--- src/rtl/pipeline_pkg.sv ---
// Shared decode constants for the pipeline: field widths, opcodes, functs,
// ALU operation codes, immediate selection and the ID/EX control word layout.
package pipeline_pkg;

  localparam int unsigned XLEN     = 32;
  localparam int unsigned REG_AW   = 5;
  localparam int unsigned NUM_REGS = 32;
  localparam int unsigned OPC_W    = 6;
  localparam int unsigned IMM_W    = 16;
  localparam int unsigned CTRL_W   = 12;
  localparam int unsigned REGS_W   = 3 * REG_AW;

  localparam logic [OPC_W-1:0] OP_RTYPE = 6'h00;
  localparam logic [OPC_W-1:0] OP_J     = 6'h02;
  localparam logic [OPC_W-1:0] OP_JAL   = 6'h03;
  localparam logic [OPC_W-1:0] OP_BEQ   = 6'h04;
  localparam logic [OPC_W-1:0] OP_BNE   = 6'h05;
  localparam logic [OPC_W-1:0] OP_ADDI  = 6'h08;
  localparam logic [OPC_W-1:0] OP_SLTI  = 6'h0a;
  localparam logic [OPC_W-1:0] OP_ANDI  = 6'h0c;
  localparam logic [OPC_W-1:0] OP_ORI   = 6'h0d;
  localparam logic [OPC_W-1:0] OP_LUI   = 6'h0f;
  localparam logic [OPC_W-1:0] OP_LW    = 6'h23;
  localparam logic [OPC_W-1:0] OP_SW    = 6'h2b;

  localparam logic [OPC_W-1:0] FN_SLL = 6'h00;
  localparam logic [OPC_W-1:0] FN_SRL = 6'h02;
  localparam logic [OPC_W-1:0] FN_JR  = 6'h08;
  localparam logic [OPC_W-1:0] FN_ADD = 6'h20;
  localparam logic [OPC_W-1:0] FN_SUB = 6'h22;
  localparam logic [OPC_W-1:0] FN_AND = 6'h24;
  localparam logic [OPC_W-1:0] FN_OR  = 6'h25;
  localparam logic [OPC_W-1:0] FN_SLT = 6'h2a;

  localparam logic [REG_AW-1:0] RA_REG = REG_AW'(31);

  typedef enum logic [3:0] {
    ALU_ADD = 4'd0,
    ALU_SUB = 4'd1,
    ALU_AND = 4'd2,
    ALU_OR  = 4'd3,
    ALU_SLT = 4'd4,
    ALU_SLL = 4'd5,
    ALU_SRL = 4'd6,
    ALU_LUI = 4'd7
  } alu_op_e;

  typedef enum logic [1:0] {
    IMM_SIGN  = 2'd0,
    IMM_ZERO  = 2'd1,
    IMM_SHAMT = 2'd2
  } imm_sel_e;

  // Field order fixes the control bit positions: reg_write is bit 11, alu_op is [3:0].
  typedef struct packed {
    logic    reg_write;
    logic    mem_read;
    logic    mem_write;
    logic    mem_to_reg;
    logic    alu_src;
    logic    branch;
    logic    branch_ne;
    logic    link;
    alu_op_e alu_op;
  } ctrl_t;

endpackage

--- src/rtl/id_stage_if.sv ---
// Decode-stage bus: fetch register, writeback/MEM hazard inputs, fetch control
// and the ID/EX pipeline register outputs.
interface id_stage_if;
  import pipeline_pkg::*;

  logic [2*XLEN-1:0] IF_ID;
  logic              wb_RegWrite;
  logic [REG_AW-1:0] wb_dest;
  logic [XLEN-1:0]   wb_data;
  logic              exmem_RegWrite;
  logic [REG_AW-1:0] exmem_dest;
  logic              flush_ID_EX;

  logic              PC_IF_ID_Write;
  logic [1:0]        select_JJR;
  logic [XLEN-1:0]   jump_target;
  logic [XLEN-1:0]   jr_target;
  logic              illegal_inst;
  logic [XLEN-1:0]   ID_EX_PC_plus4;
  logic [XLEN-1:0]   ID_EX_rs_data;
  logic [XLEN-1:0]   ID_EX_rt_data;
  logic [XLEN-1:0]   ID_EX_imm;
  logic [REGS_W-1:0] ID_EX_regs;
  logic [CTRL_W-1:0] ID_EX_ctrl;

  modport master (
    output IF_ID, wb_RegWrite, wb_dest, wb_data, exmem_RegWrite, exmem_dest, flush_ID_EX,
    input  PC_IF_ID_Write, select_JJR, jump_target, jr_target, illegal_inst,
    input  ID_EX_PC_plus4, ID_EX_rs_data, ID_EX_rt_data, ID_EX_imm, ID_EX_regs, ID_EX_ctrl
  );

  modport slave (
    input  IF_ID, wb_RegWrite, wb_dest, wb_data, exmem_RegWrite, exmem_dest, flush_ID_EX,
    output PC_IF_ID_Write, select_JJR, jump_target, jr_target, illegal_inst,
    output ID_EX_PC_plus4, ID_EX_rs_data, ID_EX_rt_data, ID_EX_imm, ID_EX_regs, ID_EX_ctrl
  );

endinterface

--- src/rtl/register_file.sv ---
// 32x32 register file: two combinational read ports with write-through from the
// single write port, $0 hardwired to zero, synchronous active-low clear.
module register_file
  import pipeline_pkg::*;
(
  input  logic              clk,
  input  logic              rst_n,
  input  logic              we,
  input  logic [REG_AW-1:0] waddr,
  input  logic [XLEN-1:0]   wdata,
  input  logic [REG_AW-1:0] raddr_a,
  input  logic [REG_AW-1:0] raddr_b,
  output logic [XLEN-1:0]   rdata_a,
  output logic [XLEN-1:0]   rdata_b
);

  logic [XLEN-1:0] regs [NUM_REGS];

  always_ff @(posedge clk) begin
    if (!rst_n) begin
      regs <= '{default: '0};
    end else if (we && waddr != '0) begin
      regs[waddr] <= wdata;
    end
  end

  // Same-cycle writes are forwarded so decode sees the value being written back.
  assign rdata_a = (raddr_a == '0)                ? '0    :
                   (we && waddr == raddr_a)       ? wdata : regs[raddr_a];
  assign rdata_b = (raddr_b == '0)                ? '0    :
                   (we && waddr == raddr_b)       ? wdata : regs[raddr_b];

endmodule

--- src/rtl/id_stage.sv ---
// Instruction decode stage: decodes IF_ID, reads operands, detects load-use and
// jr hazards, steers fetch for j/jal/jr and loads the ID/EX pipeline register.
module id_stage
  import pipeline_pkg::*;
(
  input  logic      clk,
  input  logic      rst_n,
  id_stage_if.slave bus
);

  logic [XLEN-1:0]   instr;
  logic [XLEN-1:0]   pc_plus4;
  logic [OPC_W-1:0]  opcode;
  logic [OPC_W-1:0]  funct;
  logic [REG_AW-1:0] rs;
  logic [REG_AW-1:0] rt;
  logic [REG_AW-1:0] rd;
  logic [REG_AW-1:0] shamt;
  logic [IMM_W-1:0]  imm16;

  assign {pc_plus4, instr} = bus.IF_ID;
  assign opcode = instr[31:26];
  assign rs     = instr[25:21];
  assign rt     = instr[20:16];
  assign rd     = instr[15:11];
  assign shamt  = instr[10:6];
  assign funct  = instr[5:0];
  assign imm16  = instr[15:0];

  logic [XLEN-1:0] rs_data;
  logic [XLEN-1:0] rt_data;

  register_file u_regfile (
    .clk     (clk),
    .rst_n   (rst_n),
    .we      (bus.wb_RegWrite),
    .waddr   (bus.wb_dest),
    .wdata   (bus.wb_data),
    .raddr_a (rs),
    .raddr_b (rt),
    .rdata_a (rs_data),
    .rdata_b (rt_data)
  );

  ctrl_t             dec_ctrl;
  logic [REG_AW-1:0] dec_dest;
  imm_sel_e          imm_sel;
  logic              dec_illegal;
  logic              dec_jump;
  logic              dec_jr;

  // Opcode/funct decode into the control word, destination and immediate kind.
  always_comb begin
    dec_ctrl    = '0;
    dec_dest    = rt;
    imm_sel     = IMM_SIGN;
    dec_illegal = 1'b0;
    dec_jump    = 1'b0;
    dec_jr      = 1'b0;
    case (opcode)
      OP_RTYPE: begin
        dec_dest           = rd;
        dec_ctrl.reg_write = 1'b1;
        case (funct)
          FN_ADD: dec_ctrl.alu_op = ALU_ADD;
          FN_SUB: dec_ctrl.alu_op = ALU_SUB;
          FN_AND: dec_ctrl.alu_op = ALU_AND;
          FN_OR:  dec_ctrl.alu_op = ALU_OR;
          FN_SLT: dec_ctrl.alu_op = ALU_SLT;
          FN_SLL: begin
            dec_ctrl.alu_op = ALU_SLL;
            imm_sel         = IMM_SHAMT;
          end
          FN_SRL: begin
            dec_ctrl.alu_op = ALU_SRL;
            imm_sel         = IMM_SHAMT;
          end
          FN_JR: begin
            dec_ctrl.reg_write = 1'b0;
            dec_jr             = 1'b1;
          end
          default: begin
            dec_ctrl.reg_write = 1'b0;
            dec_illegal        = 1'b1;
          end
        endcase
      end
      OP_LW: begin
        dec_ctrl.reg_write  = 1'b1;
        dec_ctrl.mem_read   = 1'b1;
        dec_ctrl.mem_to_reg = 1'b1;
        dec_ctrl.alu_src    = 1'b1;
      end
      OP_SW: begin
        dec_ctrl.mem_write = 1'b1;
        dec_ctrl.alu_src   = 1'b1;
      end
      OP_BEQ: begin
        dec_ctrl.branch = 1'b1;
        dec_ctrl.alu_op = ALU_SUB;
      end
      OP_BNE: begin
        dec_ctrl.branch_ne = 1'b1;
        dec_ctrl.alu_op    = ALU_SUB;
      end
      OP_ADDI: begin
        dec_ctrl.reg_write = 1'b1;
        dec_ctrl.alu_src   = 1'b1;
      end
      OP_SLTI: begin
        dec_ctrl.reg_write = 1'b1;
        dec_ctrl.alu_src   = 1'b1;
        dec_ctrl.alu_op    = ALU_SLT;
      end
      OP_ANDI: begin
        dec_ctrl.reg_write = 1'b1;
        dec_ctrl.alu_src   = 1'b1;
        dec_ctrl.alu_op    = ALU_AND;
        imm_sel            = IMM_ZERO;
      end
      OP_ORI: begin
        dec_ctrl.reg_write = 1'b1;
        dec_ctrl.alu_src   = 1'b1;
        dec_ctrl.alu_op    = ALU_OR;
        imm_sel            = IMM_ZERO;
      end
      OP_LUI: begin
        dec_ctrl.reg_write = 1'b1;
        dec_ctrl.alu_src   = 1'b1;
        dec_ctrl.alu_op    = ALU_LUI;
      end
      OP_J: dec_jump = 1'b1;
      OP_JAL: begin
        dec_jump           = 1'b1;
        dec_dest           = RA_REG;
        dec_ctrl.reg_write = 1'b1;
        dec_ctrl.link      = 1'b1;
      end
      default: dec_illegal = 1'b1;
    endcase
    // The all-zero word is the pipeline NOP, not a write to $0.
    if (instr == '0) dec_ctrl = '0;
  end

  logic [XLEN-1:0] dec_imm;

  always_comb begin
    case (imm_sel)
      IMM_ZERO:  dec_imm = XLEN'(imm16);
      IMM_SHAMT: dec_imm = XLEN'(shamt);
      default:   dec_imm = {{(XLEN-IMM_W){imm16[IMM_W-1]}}, imm16};
    endcase
  end

  ctrl_t             idex_ctrl;
  logic [REG_AW-1:0] idex_dest;
  logic [REGS_W-1:0] idex_regs;
  logic              load_use;
  logic              jr_hazard;
  logic              stall;
  logic              issue;

  assign idex_dest = idex_regs[REG_AW-1:0];
  assign load_use  = idex_ctrl.mem_read && (idex_dest != '0) &&
                     (idex_dest == rs || idex_dest == rt);
  // jr resolves in ID, so it must wait until its source is past MEM.
  assign jr_hazard = dec_jr && (rs != '0) &&
                     ((idex_ctrl.reg_write && idex_dest == rs) ||
                      (bus.exmem_RegWrite && bus.exmem_dest == rs));
  assign stall     = load_use || jr_hazard;
  assign issue     = !bus.flush_ID_EX && !stall && !dec_illegal;

  assign bus.PC_IF_ID_Write = bus.flush_ID_EX || !stall;
  assign bus.select_JJR     = issue ? {dec_jump, dec_jr} : 2'b00;
  assign bus.illegal_inst   = dec_illegal && !bus.flush_ID_EX;
  assign bus.jump_target    = {pc_plus4[31:28], instr[25:0], 2'b00};
  assign bus.jr_target      = rs_data;

  logic [XLEN-1:0] idex_pc_plus4;
  logic [XLEN-1:0] idex_rs_data;
  logic [XLEN-1:0] idex_rt_data;
  logic [XLEN-1:0] idex_imm;

  // Reset, stall, flush and illegal all load an all-zero bubble.
  always_ff @(posedge clk) begin
    if (!rst_n || !issue) begin
      idex_pc_plus4 <= '0;
      idex_rs_data  <= '0;
      idex_rt_data  <= '0;
      idex_imm      <= '0;
      idex_regs     <= '0;
      idex_ctrl     <= '0;
    end else begin
      idex_pc_plus4 <= pc_plus4;
      idex_rs_data  <= rs_data;
      idex_rt_data  <= rt_data;
      idex_imm      <= dec_imm;
      idex_regs     <= {rs, rt, dec_dest};
      idex_ctrl     <= dec_ctrl;
    end
  end

  assign bus.ID_EX_PC_plus4 = idex_pc_plus4;
  assign bus.ID_EX_rs_data  = idex_rs_data;
  assign bus.ID_EX_rt_data  = idex_rt_data;
  assign bus.ID_EX_imm      = idex_imm;
  assign bus.ID_EX_regs     = idex_regs;
  assign bus.ID_EX_ctrl     = idex_ctrl;

endmodule

--- src/flat_wrapper.sv ---
// flat-port wrapper written by rule: the top's interface ports become plain ports
module id_stage_flat import pipeline_pkg::*;
  (clk, rst_n, bus_IF_ID, bus_wb_RegWrite, bus_wb_dest, bus_wb_data, bus_exmem_RegWrite, bus_exmem_dest, bus_flush_ID_EX, bus_PC_IF_ID_Write, bus_select_JJR, bus_jump_target, bus_jr_target, bus_illegal_inst, bus_ID_EX_PC_plus4, bus_ID_EX_rs_data, bus_ID_EX_rt_data, bus_ID_EX_imm, bus_ID_EX_regs, bus_ID_EX_ctrl);
  id_stage_if bus_i ();
  input  logic clk;
  input  logic rst_n;
  input wire logic [$bits(bus_i.IF_ID)-1:0] bus_IF_ID;
  input wire logic [$bits(bus_i.wb_RegWrite)-1:0] bus_wb_RegWrite;
  input wire logic [$bits(bus_i.wb_dest)-1:0] bus_wb_dest;
  input wire logic [$bits(bus_i.wb_data)-1:0] bus_wb_data;
  input wire logic [$bits(bus_i.exmem_RegWrite)-1:0] bus_exmem_RegWrite;
  input wire logic [$bits(bus_i.exmem_dest)-1:0] bus_exmem_dest;
  input wire logic [$bits(bus_i.flush_ID_EX)-1:0] bus_flush_ID_EX;
  output wire logic [$bits(bus_i.PC_IF_ID_Write)-1:0] bus_PC_IF_ID_Write;
  output wire logic [$bits(bus_i.select_JJR)-1:0] bus_select_JJR;
  output wire logic [$bits(bus_i.jump_target)-1:0] bus_jump_target;
  output wire logic [$bits(bus_i.jr_target)-1:0] bus_jr_target;
  output wire logic [$bits(bus_i.illegal_inst)-1:0] bus_illegal_inst;
  output wire logic [$bits(bus_i.ID_EX_PC_plus4)-1:0] bus_ID_EX_PC_plus4;
  output wire logic [$bits(bus_i.ID_EX_rs_data)-1:0] bus_ID_EX_rs_data;
  output wire logic [$bits(bus_i.ID_EX_rt_data)-1:0] bus_ID_EX_rt_data;
  output wire logic [$bits(bus_i.ID_EX_imm)-1:0] bus_ID_EX_imm;
  output wire logic [$bits(bus_i.ID_EX_regs)-1:0] bus_ID_EX_regs;
  output wire logic [$bits(bus_i.ID_EX_ctrl)-1:0] bus_ID_EX_ctrl;
  assign bus_i.IF_ID = bus_IF_ID;
  assign bus_i.wb_RegWrite = bus_wb_RegWrite;
  assign bus_i.wb_dest = bus_wb_dest;
  assign bus_i.wb_data = bus_wb_data;
  assign bus_i.exmem_RegWrite = bus_exmem_RegWrite;
  assign bus_i.exmem_dest = bus_exmem_dest;
  assign bus_i.flush_ID_EX = bus_flush_ID_EX;
  assign bus_PC_IF_ID_Write = bus_i.PC_IF_ID_Write;
  assign bus_select_JJR = bus_i.select_JJR;
  assign bus_jump_target = bus_i.jump_target;
  assign bus_jr_target = bus_i.jr_target;
  assign bus_illegal_inst = bus_i.illegal_inst;
  assign bus_ID_EX_PC_plus4 = bus_i.ID_EX_PC_plus4;
  assign bus_ID_EX_rs_data = bus_i.ID_EX_rs_data;
  assign bus_ID_EX_rt_data = bus_i.ID_EX_rt_data;
  assign bus_ID_EX_imm = bus_i.ID_EX_imm;
  assign bus_ID_EX_regs = bus_i.ID_EX_regs;
  assign bus_ID_EX_ctrl = bus_i.ID_EX_ctrl;
  id_stage u_core (.clk(clk), .rst_n(rst_n), .bus(bus_i));
endmodule
--- config.mk ---
export PLATFORM = sky130hd
export DESIGN_NAME = id_stage_flat
export DESIGN_NICKNAME = d
export VERILOG_FILES = /design/src/rtl/pipeline_pkg.sv /design/src/rtl/id_stage_if.sv /design/src/rtl/register_file.sv /design/src/rtl/id_stage.sv /design/src/flat_wrapper.sv
export SDC_FILE = /design/constraint.sdc
export NUM_CORES = 2
export LEC_CHECK = 0
export ABC_AREA = 1
export CAP_MARGIN = 20
export CORE_UTILIZATION = 45
export CTS_CLUSTER_SIZE = 40
export DETAILED_ROUTE_END_ITERATION = 8
export PLACE_DENSITY_LB_ADDON = 0.25
export SETUP_SLACK_MARGIN = 0.5
export SKIP_CTS_REPAIR_TIMING = 1
export SLEW_MARGIN = 20
export SYNTH_ARGS = -nofsm -noshare
export SYNTH_HDL_FRONTEND = slang
export SYNTH_SLANG_ARGS = --single-unit
--- constraint.sdc ---
create_clock -name clk -period 2.9 [get_ports clk]
set_clock_uncertainty 0.05 [all_clocks]
set_input_delay 0.58 -clock clk [delete_from_list [all_inputs] [get_ports clk]]
set_output_delay 0.58 -clock clk [all_outputs]
set_load 0.01 [all_outputs]
==> qor.yml <==
post_synth_num_cell_types: 38
synthTopCellsByArea: "dfxtp_1, o21ai_0, a21oi_1, nand2_1, o211ai_1"
ys_top_cells_by_count: "o21ai_0, a21oi_1, dfxtp_1"
path_clk_slew_ns: 0.06
cp-end-kind: "output pin"
routed-via-count: 63500
crit_type: "input port to output pin"
crit_path_start_kind: "input port"
clockRootBuffer: "clkbuf_16"
start_util_pct: 45.6
clock_path_buffers: 3
synth_edf_count: 0
crit_path_start: "bus_IF_ID[24]"
cts_sinks: 1162
maxSlewHeadroom_pct: 52.6
p_sw_uw: 10800
p_int_uw: 28100
fp.dieW_um: 363
synth_cells: 8601
die_h_um: 363
r2r-end: "u_core.bus.ID_EX_ctrl[4]"
cts_buffers: 131
grt_pass1_wl_mm: 346
rows: 131
wl_per_cell_um: 22.6
drt_iter0_markers: 8820
grt_max_degree: 112
yosysTopAreaCell: "dfxtp_1"
totalWireLength_mm: 238
failed_checks: "setup timing"
p_clk_share_pct: 43.7
io_buffers: 330
drtPass1Iterations: 8
switching_share_pct: 27.8
cts_tree: "yes"
drcViolationCount: 0
hold_path.class: "input port to flip-flop"
vias_per_cell: 6.02
htree_levels: 4
ys.flop_type: "dfxtp_1"
finalCriticalPeriod_ns: 3.05
cp-endpoint: "bus_jr_target[22]"
status: "finished, violations left"
r2r_setup_slack_ns: 0.87
yosysWarnings: 0
r2r_start: "u_core.bus.ID_EX_regs[0]"
synth_top_area_share_pct: 39.7
ys_ff_latch: 1162
peakVddDrop_mv: 0.644
required_ns: 2.27
clk_latency_ns: 0.79
place_hpwl_mm: 147
dieArea_mm2: 0.132
yosysMostFrequentCell: "o21ai_0"
critPathArrivalTime_ns: 2.42
core_mm2: 0.128
power.density_mw_per_mm2: 532
worstMarginPinSlew_ns: 0.710
globalplace.congestion: 0.948
setup_viol: 26
fin_ws_ns: -0.154
ant_nets: 0
gr-usage-all-layers_pct: 33.8
p_leak_uw: 0.0290
synth_seq_area_share_pct: 39.7
drive_gt1_share_pct: 14.5
finalHoldViolations: 0
rr_worst_depth: 13
grt_overflow: 0
synthArstFlopShare_pct: 0
finalPower_uw: 39000
drv_cap: 0
grt_pass1_vias: 57100
comb_power_share_pct: 14.6
area_growth_pct: 25.2
power_frac_seq_pct: 41.8
slew_viol_final: 0
fmax_mhz: 327
path_max_fanout: 7
antenna_found_initial: 5
grt_setup_unrepaired: "yes"
io_pins: 334
finalSetupTns_ns: -1.43
synth.cell_area_mm2: 0.0585
syn_avg_cell_area_um2: 6.81
num-nets-final: 8836
min_period_over_period_pct: 105
[kinds of logic (layout without fill, tap and decap cells)]
kind of cell | after synthesis | count (layout) | synth area share [%]
AOI/OAI and AO/OA | 3608 | 3608 | 32.7
and+or+nand+nor | 2168 | 2168 | 15.9
buffers and inverters | 1652 | 1871 | 11.5
DFF | 1162 | 1162 | 39.7
xor gates and xnor gates | 8 | 8 | 0.120
adders and majority gates | 2 | 2 | 0.0427
other | 1 | 4 | 0.00641
[how the worst min path moves through the flow]
stage | slack, ns | start | to | depth (start not counted)
after global placement | 0.36 | u_core.u_regfile.regs[992] | u_core.u_regfile.regs[992] | 2
final | 0.12 | bus_IF_ID[17] | u_core.bus.ID_EX_regs[1] | 3
after floorplan | 0.36 | u_core.u_regfile.regs[1001] | u_core.u_regfile.regs[1001] | 2
after detailed placement | 0.37 | u_core.u_regfile.regs[992] | u_core.u_regfile.regs[992] | 2
after global routing | 0.12 | bus_IF_ID[17] | u_core.bus.ID_EX_regs[1] | 3
after CTS | 0.09 | bus_IF_ID[17] | u_core.bus.ID_EX_regs[1] | 3
[metrics by stage]
stage | instances | utilization [%] | setup slack (ns) | hold WS, ns | instance area (um2)
after floorplan | 8603 | - | 0.501 | 0.357 | 58700
after global placement | 10200 | 51.3 | -0.692 | 0.364 | 65800
after detailed placement | 10200 | 51.3 | -0.630 | 0.367 | 65800
after CTS | 10500 | 54.7 | -0.653 | 0.0862 | 70100
after global routing | 10600 | 57.1 | -0.199 | 0.117 | 73300
final | 10600 | 57.1 | -0.154 | 0.122 | 73300
[worst max-delay path, cell delays in order]
cell	delay (ns)
buf_4	0.24
buf_4	0.22
nand2_1	0.11
a21oi_2	0.22
nand3_4	0.20
buf_12	0.20
clkbuf_16	0.16
nor2_1	0.11
nor2_1	0.09
nand2_4	0.09
inv_2	0.03
dlymetal6s2s_1	0.16
[sequential cells by signal, summed over array words and instances, names as in the netlist]
signal / cells
u_core.u_regfile.regs: 1024
u_core.bus.ID_EX_ctrl: 10
u_core.bus.ID_EX_regs: 15
u_core.bus.ID_EX_rs_data: 32
u_core.bus.ID_EX_PC_plus4: 32
u_core.bus.ID_EX_rt_data: 32
u_core.bus.ID_EX_imm: 17
[power by group through the flow]
stage	registers, uW	clock network [uW]	logic [uW]
floorplan	16600	0	2790
global placement	16600	0	4930
detailed placement	16600	0	4980
CTS	16300	17200	5000
global route	16300	17800	5990
finish	16300	17000	5680
[placed cells by master (no fill, tap or decap), types with 60 or more instances in the layout]
cell type        count
buf_4              293
clkdlybuf4s50_1    245
buf_12             159
o211ai_1           422
nand3_1            510
nand3_2             76
buf_6               79
nand2_2             60
o21ai_1             89
o21ai_0           1629
nor2_1             464
dfxtp_1           1121
a21oi_1           1372
inv_1              683
nand2_1            828
clkbuf_16          160
[layout make-up]
cell class / instances / area, um2
diodes: 1 / 2.50
clock buffers: 188 / 3870
clock inverters: 44 / 480
fillers: 11800 / 55100
inverters: 762 / 2910
multi-input cells: 5789 / 30200
flip-flops and latches: 1162 / 23300
well taps: 1729 / 2160
repair buffers: 877 / 10300
[routing by layer]
metal / track usage, % / vias up / share of wire, %
li1: - / 29500 / -
met1: 42.2 / 29700 / 38
met2: 52.6 / 3562 / 44
met3: 5.41 / 786 / 9.5
met4: 24.9 / 0 / 7.7
met5: 0 / - / 0
Note: power is estimated with default switching activity, not from simulation.
